===== config.mk =====
export PLATFORM = sky130hd
export DESIGN_NAME = core_run_harness
export DESIGN_NICKNAME = d
export VERILOG_FILES = /design/src/rtl/core_run_harness.sv
export SDC_FILE = /design/constraint.sdc
export NUM_CORES = 1
export LEC_CHECK = 0
export CAP_MARGIN = 25
export CORE_MARGIN = 5
export CORE_UTILIZATION = 61
export CTS_CLUSTER_SIZE = 12
export DETAILED_ROUTE_END_ITERATION = 16
export GPL_TIMING_DRIVEN = 1
export PLACE_DENSITY = 0.82
export SYNTH_ARGS = -nofsm -noshare
export SYNTH_HDL_FRONTEND = slang
export SYNTH_SLANG_ARGS = --single-unit

===== constraint.sdc =====
create_clock -name clk_pri -period 7.5 [get_ports clk_pri]
set_clock_uncertainty 0.05 [all_clocks]
set_input_delay 1.125 -clock clk_pri [delete_from_list [all_inputs] [get_ports clk_pri]]
set_output_delay 1.125 -clock clk_pri [all_outputs]
set_load 0.02 [all_outputs]

===== src/rtl/core_run_harness.sv =====
// Run controller for the rvmyth core: reset sequencing, OUT-bus change log and pass/timeout detection.
// Define HARNESS_CYCLE_STAMP_EN to add the log_cycle port and store run_cycles with every log entry.
module core_run_harness #(
   parameter int OUT_W         = 10,
   parameter int RST_CYCLES    = 5,
   parameter int TIMEOUT       = 1000,
   parameter int STABLE_CYCLES = 4,
   parameter int DEPTH         = 16,
   parameter int CYC_W         = 16
) (
   input  logic             clk_pri,
   input  logic             reset,
   input  logic             start,
   input  logic [OUT_W-1:0] exp_val,
   input  logic [OUT_W-1:0] core_out,
   output logic             core_reset,
   output logic             log_valid,
   output logic [OUT_W-1:0] log_data,
`ifdef HARNESS_CYCLE_STAMP_EN
   output logic [CYC_W-1:0] log_cycle,
`endif
   input  logic             log_ready,
   output logic [CYC_W-1:0] run_cycles,
   output logic             done,
   output logic             pass,
   output logic             timeout,
   output logic             overflow
);

   // state      | meaning
   // S_IDLE     | core held in reset, waiting for start
   // S_RST_HOLD | core held in reset for RST_CYCLES cycles, prev sample tracks core_out
   // S_RUN      | core running, changes logged, match/timeout watched
   // S_DONE     | core halted, pass/timeout held, log can be drained

   localparam int AW = $clog2(DEPTH);
   localparam int HW = $clog2(RST_CYCLES + 1);
   localparam int MW = $clog2(STABLE_CYCLES + 1);
`ifdef HARNESS_CYCLE_STAMP_EN
   localparam int ENT_W = CYC_W + OUT_W;
`else
   localparam int ENT_W = OUT_W;
`endif

   localparam logic [HW-1:0]    HOLD_INIT   = HW'(RST_CYCLES - 1);
   localparam logic [HW-1:0]    HOLD_ONE    = HW'(1);
   localparam logic [MW-1:0]    MATCH_ONE   = MW'(1);
   localparam logic [MW-1:0]    MATCH_DONE  = MW'(STABLE_CYCLES);
   localparam logic [CYC_W-1:0] CYC_ONE     = CYC_W'(1);
   localparam logic [CYC_W-1:0] CYC_MAX     = '1;
   localparam logic [CYC_W-1:0] CYC_TIMEOUT = CYC_W'(TIMEOUT);
   localparam logic [AW:0]      PTR_ONE     = (AW + 1)'(1);

   typedef enum logic [1:0] {S_IDLE, S_RST_HOLD, S_RUN, S_DONE} state_t;

   state_t           state_q, state_d;
   logic [HW-1:0]    hold_q, hold_d;
   logic [CYC_W-1:0] run_q, run_d;
   logic [MW-1:0]    match_q, match_d, match_inc;
   logic [OUT_W-1:0] prev_q, prev_d;
   logic             pass_q, pass_d;
   logic             timeout_q, timeout_d;
   logic             ovf_q, ovf_d;
   logic [AW:0]      wr_ptr_q, wr_ptr_d;
   logic [AW:0]      rd_ptr_q, rd_ptr_d;
   logic [ENT_W-1:0] mem_q [DEPTH];
   logic [ENT_W-1:0] entry, head;
   logic             empty, full, pop, push_req, push, begin_run, is_match;

`ifdef HARNESS_CYCLE_STAMP_EN
   assign entry = {run_q, core_out};
`else
   assign entry = core_out;
`endif

   assign empty    = (wr_ptr_q == rd_ptr_q);
   assign full     = (wr_ptr_q[AW] != rd_ptr_q[AW]) && (wr_ptr_q[AW-1:0] == rd_ptr_q[AW-1:0]);
   assign pop      = !empty && log_ready;
   assign push_req = (state_q == S_RUN) && (core_out != prev_q);
   // A full FIFO still accepts a push when the head leaves at the same edge.
   assign push     = push_req && (!full || pop);
   assign is_match = (core_out == exp_val);

   always_comb begin
      state_d   = state_q;
      hold_d    = hold_q;
      run_d     = run_q;
      match_d   = match_q;
      prev_d    = prev_q;
      pass_d    = pass_q;
      timeout_d = timeout_q;
      ovf_d     = ovf_q;
      wr_ptr_d  = wr_ptr_q;
      rd_ptr_d  = rd_ptr_q;
      begin_run = 1'b0;
      match_inc = match_q + MATCH_ONE;

      if (pop) rd_ptr_d = rd_ptr_q + PTR_ONE;
      if (push) wr_ptr_d = wr_ptr_q + PTR_ONE;
      if (push_req && full && !pop) ovf_d = 1'b1;

      case (state_q)
         S_IDLE: begin
            if (start) begin_run = 1'b1;
         end
         S_RST_HOLD: begin
            prev_d = core_out;
            if (hold_q == '0) state_d = S_RUN;
            else hold_d = hold_q - HOLD_ONE;
         end
         S_RUN: begin
            prev_d = core_out;
            if (run_q != CYC_MAX) run_d = run_q + CYC_ONE;
            match_d = is_match ? match_inc : '0;
            // Match takes priority over timeout when both land on the same edge.
            if (is_match && (match_inc == MATCH_DONE)) begin
               state_d = S_DONE;
               pass_d  = 1'b1;
            end else if (run_d == CYC_TIMEOUT) begin
               state_d   = S_DONE;
               timeout_d = 1'b1;
            end
         end
         S_DONE: begin
            if (start) begin_run = 1'b1;
         end
         default: state_d = S_IDLE;
      endcase

      if (begin_run) begin
         state_d   = S_RST_HOLD;
         hold_d    = HOLD_INIT;
         run_d     = '0;
         match_d   = '0;
         pass_d    = 1'b0;
         timeout_d = 1'b0;
         ovf_d     = 1'b0;
         wr_ptr_d  = '0;
         rd_ptr_d  = '0;
      end
   end

   always_ff @(posedge clk_pri) begin
      if (!reset) begin
         state_q   <= S_IDLE;
         hold_q    <= '0;
         run_q     <= '0;
         match_q   <= '0;
         prev_q    <= '0;
         pass_q    <= 1'b0;
         timeout_q <= 1'b0;
         ovf_q     <= 1'b0;
         wr_ptr_q  <= '0;
         rd_ptr_q  <= '0;
      end else begin
         state_q   <= state_d;
         hold_q    <= hold_d;
         run_q     <= run_d;
         match_q   <= match_d;
         prev_q    <= prev_d;
         pass_q    <= pass_d;
         timeout_q <= timeout_d;
         ovf_q     <= ovf_d;
         wr_ptr_q  <= wr_ptr_d;
         rd_ptr_q  <= rd_ptr_d;
      end
   end

   always_ff @(posedge clk_pri) begin
      if (reset && push) mem_q[wr_ptr_q[AW-1:0]] <= entry;
   end

   assign head       = mem_q[rd_ptr_q[AW-1:0]];
   assign log_valid  = !empty;
   assign log_data   = head[OUT_W-1:0];
`ifdef HARNESS_CYCLE_STAMP_EN
   assign log_cycle  = head[ENT_W-1:OUT_W];
`endif
   assign core_reset = (state_q != S_RUN);
   assign run_cycles = run_q;
   assign done       = (state_q == S_DONE);
   assign pass       = pass_q;
   assign timeout    = timeout_q;
   assign overflow   = ovf_q;

endmodule


; ---- Word level (Yosys, flattened, before mapping)
; Memory sizes are Yosys's and may differ from the RTL's. A register that Yosys moved wholly into a read port is not among the register bits.
; Cells that the tools add are included.
[classes]
addsub = 5
n_eq_ne = 17
n_mux = 17
n_bitwise = 3
reduce_logical = 26
[op_table]
columns = op, n
row1 = 16-bit 2-to-1 mux, 2
row2 = "16-bit by 1-bit adder with 16-bit output, second input constant", 1
row3 = "16-bit by 10-bit == test with 1-bit output, second input constant", 1
row4 = "16-bit != test, second input constant", 1
row5 = 3-bit 2-to-1 mux, 4
row6 = "5-bit by 1-bit adder with 5-bit output, second input constant", 2
row7 = 10-bit == test, 1
row8 = 10-bit != test, 1
row9 = 3-bit AND reduction, 3
row10 = 1-bit logical AND, 8
row11 = 4-bit 2-to-1 mux, 2
row12 = 2-bit 2-to-1 mux, 3
row13 = "2-bit != test, second input constant", 3
row14 = 2-bit AND reduction, 3
row15 = 2-bit OR reduction, 3
row16 = 5-bit == test, 1
row17 = 1-bit 2-to-1 mux, 5
row18 = "2-bit == test, second input constant", 2
row19 = 4-bit == test, 1
row20 = "4-bit by 2-bit != test with 1-bit output, second input constant", 1
row21 = 2-bit one-hot mux with 2 select lines, 1
row22 = 2-bit nonzero test, 2
row23 = "3-bit by 1-bit adder with 3-bit output, second input constant", 1
row24 = "3-bit == test, second input constant", 1
row25 = 11 further kinds, 15
[totals]
register_bits = 47
mem_bits_rw = 160
in_bits = 24
memories = 1
[memory_table]
columns = name, depth, word_bits, rd, rd_clocked_by_memory_dff, write_ports, line_no
row1 = mem_q, 16, 10, 1, 1, 1, 66  ; logic [ENT_W-1:0] mem_q [DEPTH];

; ---- Depth between registers and ports, before layout
[depth]
depth_word = 8
mapped_depth = 8
ltp_nobuf = 8

; ---- Least setup slack after synthesis
; No wires, ideal clock.
[synth_path]
path_type = input port to flip-flop
start = input port core_out[0]
end = memory mem_q[7][0] (netlist name) (enable)
t_arrival_ps = 3043
path_slack_ps = 4000
stages = 7
path_buffers = 2
cell_sequence = xnor2_1 -> nand4_1 -> o41ai_1 -> nand2b_1 -> buf_2 -> buf_4 -> nor4b_1
[synth_between]
elab_chain_cells = 6
[synth_rtl]
columns = element, line_no
row1 = "start, declared", 15  ; input logic [OUT_W-1:0] core_out,
row2 = 10-bit != test, 79  ; assign push_req = (state_q == S_RUN) && (core_out != prev_q);
row3 = 1-bit logical AND, 79
row4 = 1-bit logical AND, 81  ; assign push = push_req && (!full || pop);
row5 = 1-bit logical AND, 170  ; if (reset && push) mem_q[wr_ptr_q[AW-1:0]] <= entry;
row6 = 1-bit 2-to-1 mux, 170
row7 = 1-bit 2-to-1 mux (implied by the code), 170
row8 = "end, declared", 66
; No other way between the ends.

==> results.md <==
- CORE AREA: 0.0144 sq mm
- Internal: 2.07 mW
- Dominant synthesized flop cell: edfxtp_1
- Die area: approximately 0.017 sq mm
- Detailed placer's ending HPWL: ~12000 microns
- Hold Violations, Final: 0
- Synth Net Count: 587
- Critical path's slowest cell: mux4_2
- Clock share of power: 0.370
- Area delta synth->final: 17.5%
- Root Driver: clkbuf_16
- Layout fillers: 898
- Via count: 5160
- Initial Utilization: 0.615
- Die W: 131 microns
- Final worst-path cycle share: 0.577
- Max Clk Rate: about 230 MHz
- # clock sinks: 211
- Initial DRC count: 434
- Post-CTS Setup Bufs: 0
- Combinational power share: 0.143
- CTS clk-pin slew, worst paths: roughly 60 ps
- Worst Path Arrival: 3150 ps
- NetSw: approximately 0.65 mW
- Sequential cell area fraction in the yosys report: 0.656
- Clk_lat worst skew: between 400 and 500 ps
- Pwr Density: 261 mW/mm^2
- Routability cong.: a little over 0.8
- Mapped Cells: 550
- Status: completed
- Die span in y: 131 microns
- Mean Syn Cell Area: between 15 and 20 sq um
- H-tree depth: 1
- Worst Hold Path EP: timeout
- Yosys synthesis warning count: 0
- Total Routing Usage GR: 0.236
- Worst Setup Path Type: reg -> out
- Worst path bufs/invs: 2
- Lkg Pwr: 3.35 nW
- Wire per inst: 23.7 microns
- FF-to-FF path depth: 6
- Num CTS Buffers: 22
- Routed WL: 19500 microns
- Syn Std Cell Area: 0.00888 sq mm
- CP Launch Type: register
- Top delay family on crit path: buffers and inverters
- Async set or reset register ratio after synthesis: 0
- Final setup TNS: 0 ps
- I/O Buffers: 55
- Synthesis-stage register bit count: 211
- Reg2reg end: mem_q[1][5]
- Critical path fanouts, max: 40
- First-pass DRT Iterations: 5
- Worst Hold Depth: 2
- Hold Crit Start: timeout
- EDFF count, synth: 160
- Nets: 662
- Cell mode on critical path: mux4_2
- Critical R2R Launch: state_q[0]
- CP required: around 6300 ps
- DRC violations left: 0
- Antenna Cells: 0
- Slew margin rel.: 0.336
- CTS tree: done
- Via density: 6.25
- # hold bufs at CTS: 0
- Post-DRT Antenna Nets: 0
- I/O pins: 56
- Sw frac: 0.239
- FP Rows: 44
- Clk buf depth: 3
- Worst-Margin Slew: around 990 ps
- Setup crit end kind: output pin
- Sequential share of power: 0.487
- Final Max Slew Viols: 0
- Max IR drop VDD: ~240 uV
- Critical path depth: 4
- # setup viols final: 0
- Final Core Density: 0.723
- RSZ-0062 raised after global routing: false
- Fin Hold WS: 423 ps
- Min-Delay Path Class: reg -> reg
- Global-route wire length before repair: 29900 microns
- Share of cells above drive strength 1: 0.195
- Max_cap viols: 0
- Worst path cell trace: buf_4 -> mux4_2 -> mux4_2 -> clkdlybuf4s50_1
- Reg2Reg Setup Slack: between 4000 and 5000 ps
- Initial antenna violation count: 0
- Total Power: ~2.7 mW
- # resized after CTS: 0
- Largest stage delay, worst path: 630 ps
- Synth unique cells: 50
- Tmin final: 4330 ps
- Number of global-route vias before repair: 5258
- Largest net degree at the start of global routing: 41
- Overflow after GRT: 0
-- worst max path at each step --
stage	endpoint	slack, ps	startpoint
after CTS	log_data[6]	3090	register
after detailed placement	mem_q[7][1]	2840	core_out[9]
after floorplan	mem_q[7][0]	4000	core_out[0]
final	log_data[9]	3170	register
after global placement	mem_q[1][3]	2920	core_out[5]
after global routing	log_data[9]	2980	register
-- worst register-to-register path: cells and delay by family (launching register included) --
family	cells	cell delay (ps)
AND/OR/NAND/NOR	2	1440
AO/OA/AOI/OAI	1	250
adder cells (fa/ha/maj)	1	570
buffers and inverters	2	400
flip-flops	1	340
-- final cells by class --
cell class	instances	area (sq um)	area share
Tap cell	184	230	0.0221
Timing Repair Buffer	80	746	0.0715
Inverter	13	48.8	0.00468
Sequential cell	211	5830	0.559
Multi-Input combinational cell	297	2910	0.279
Clock inverter	2	10.0	0.000959
Clock buffer	38	662	0.0634
-- cell families (layout without fill, tap and decap cells) --
family | after synthesis | in the layout | synth area share
mux | 68 | 68 | 0.148
flops | 211 | 211 | 0.656
fa+ha+maj | 13 | 13 | 0.0183
compound gates | 35 | 35 | 0.0296
xor+xnor | 42 | 42 | 0.0414
simple gates | 139 | 139 | 0.0847
buf+inv | 42 | 133 | 0.0217
-- state kept, by name, summed over array words and instances, names as in the netlist, named ones only --
signal      count
mem_q         160
rd_ptr_q        5
pass            1
timeout         1
overflow        1
wr_ptr_q        5
hold_q          3
prev_q         10
match_q         3
state_q         2
run_cycles     16
-- Yosys cell counts (3+ instances only) --
cell	instances	area, sq um
edfxtp_1	160	4800
dfxtp_1	51	1020
mux4_2	50	1130
nor2_1	40	150
xnor2_1	25	219
nand2_1	20	75.1
xor2_1	17	149
mux2i_1	15	150
clkbuf_1	14	52.6
ha_1	13	163
inv_1	13	48.8
nand4_1	12	75.1
nor2b_1	12	75.1
nor3_1	11	55.1
nand3_1	9	45.0
nor4_1	9	56.3
a21oi_1	7	35.0
buf_2	7	35.0
nor4b_1	6	52.6
a31oi_1	5	31.3
buf_4	5	37.5
a41oi_1	3	26.3
and4_1	3	26.3
nand2b_1	3	18.8
nand4_2	3	37.5
o21ai_0	3	15.0
or3_1	3	18.8
-- stage by stage --
stage | instance area (sq um) | instances | setup WS (ps)
floorplan | 8880 | 550 | 4000
global placement | 9690 | 776 | 2920
detailed placement | 9750 | 783 | 2840
CTS | 10400 | 823 | 3090
global route | 10400 | 825 | 2980
finish | 10400 | 825 | 3170
-- power groups by stage --
stage	sequential, mW	clock (mW)	combinational [mW]
2_1_floorplan	1.34	0	0.269
3_3_place_gp	1.35	0	0.369
3_5_place_dp	1.35	0	0.390
4_1_cts	1.32	1.02	0.393
5_1_grt	1.33	1.08	0.424
6_report	1.32	1.01	0.388
-- placed cells by master (no fill, tap or decap), drive strengths merged, types with 6 or more instances in the layout --
master,synthesis,final
buf,15,24
a21oi,7,7
nor3,13,13
mux4,50,50
clkbuf,14,39
edfxtp,160,160
xnor2,25,25
inv,13,13
nand2,20,20
xor2,17,17
mux2i,15,15
nor2,41,41
clkdlybuf4s50,0,55
nand3,11,11
dfxtp,51,51
nand4,15,15
nor4,9,9
ha,13,13
nor4b,6,6
nor2b,12,12
-- layer usage --
layer	routed length, microns	GRT usage
met2	9740	0.388
met5	0	0
met3	1490	0.0484
met1	7740	0.324
met4	545	0.0732
(Power assumes the default switching activity.)
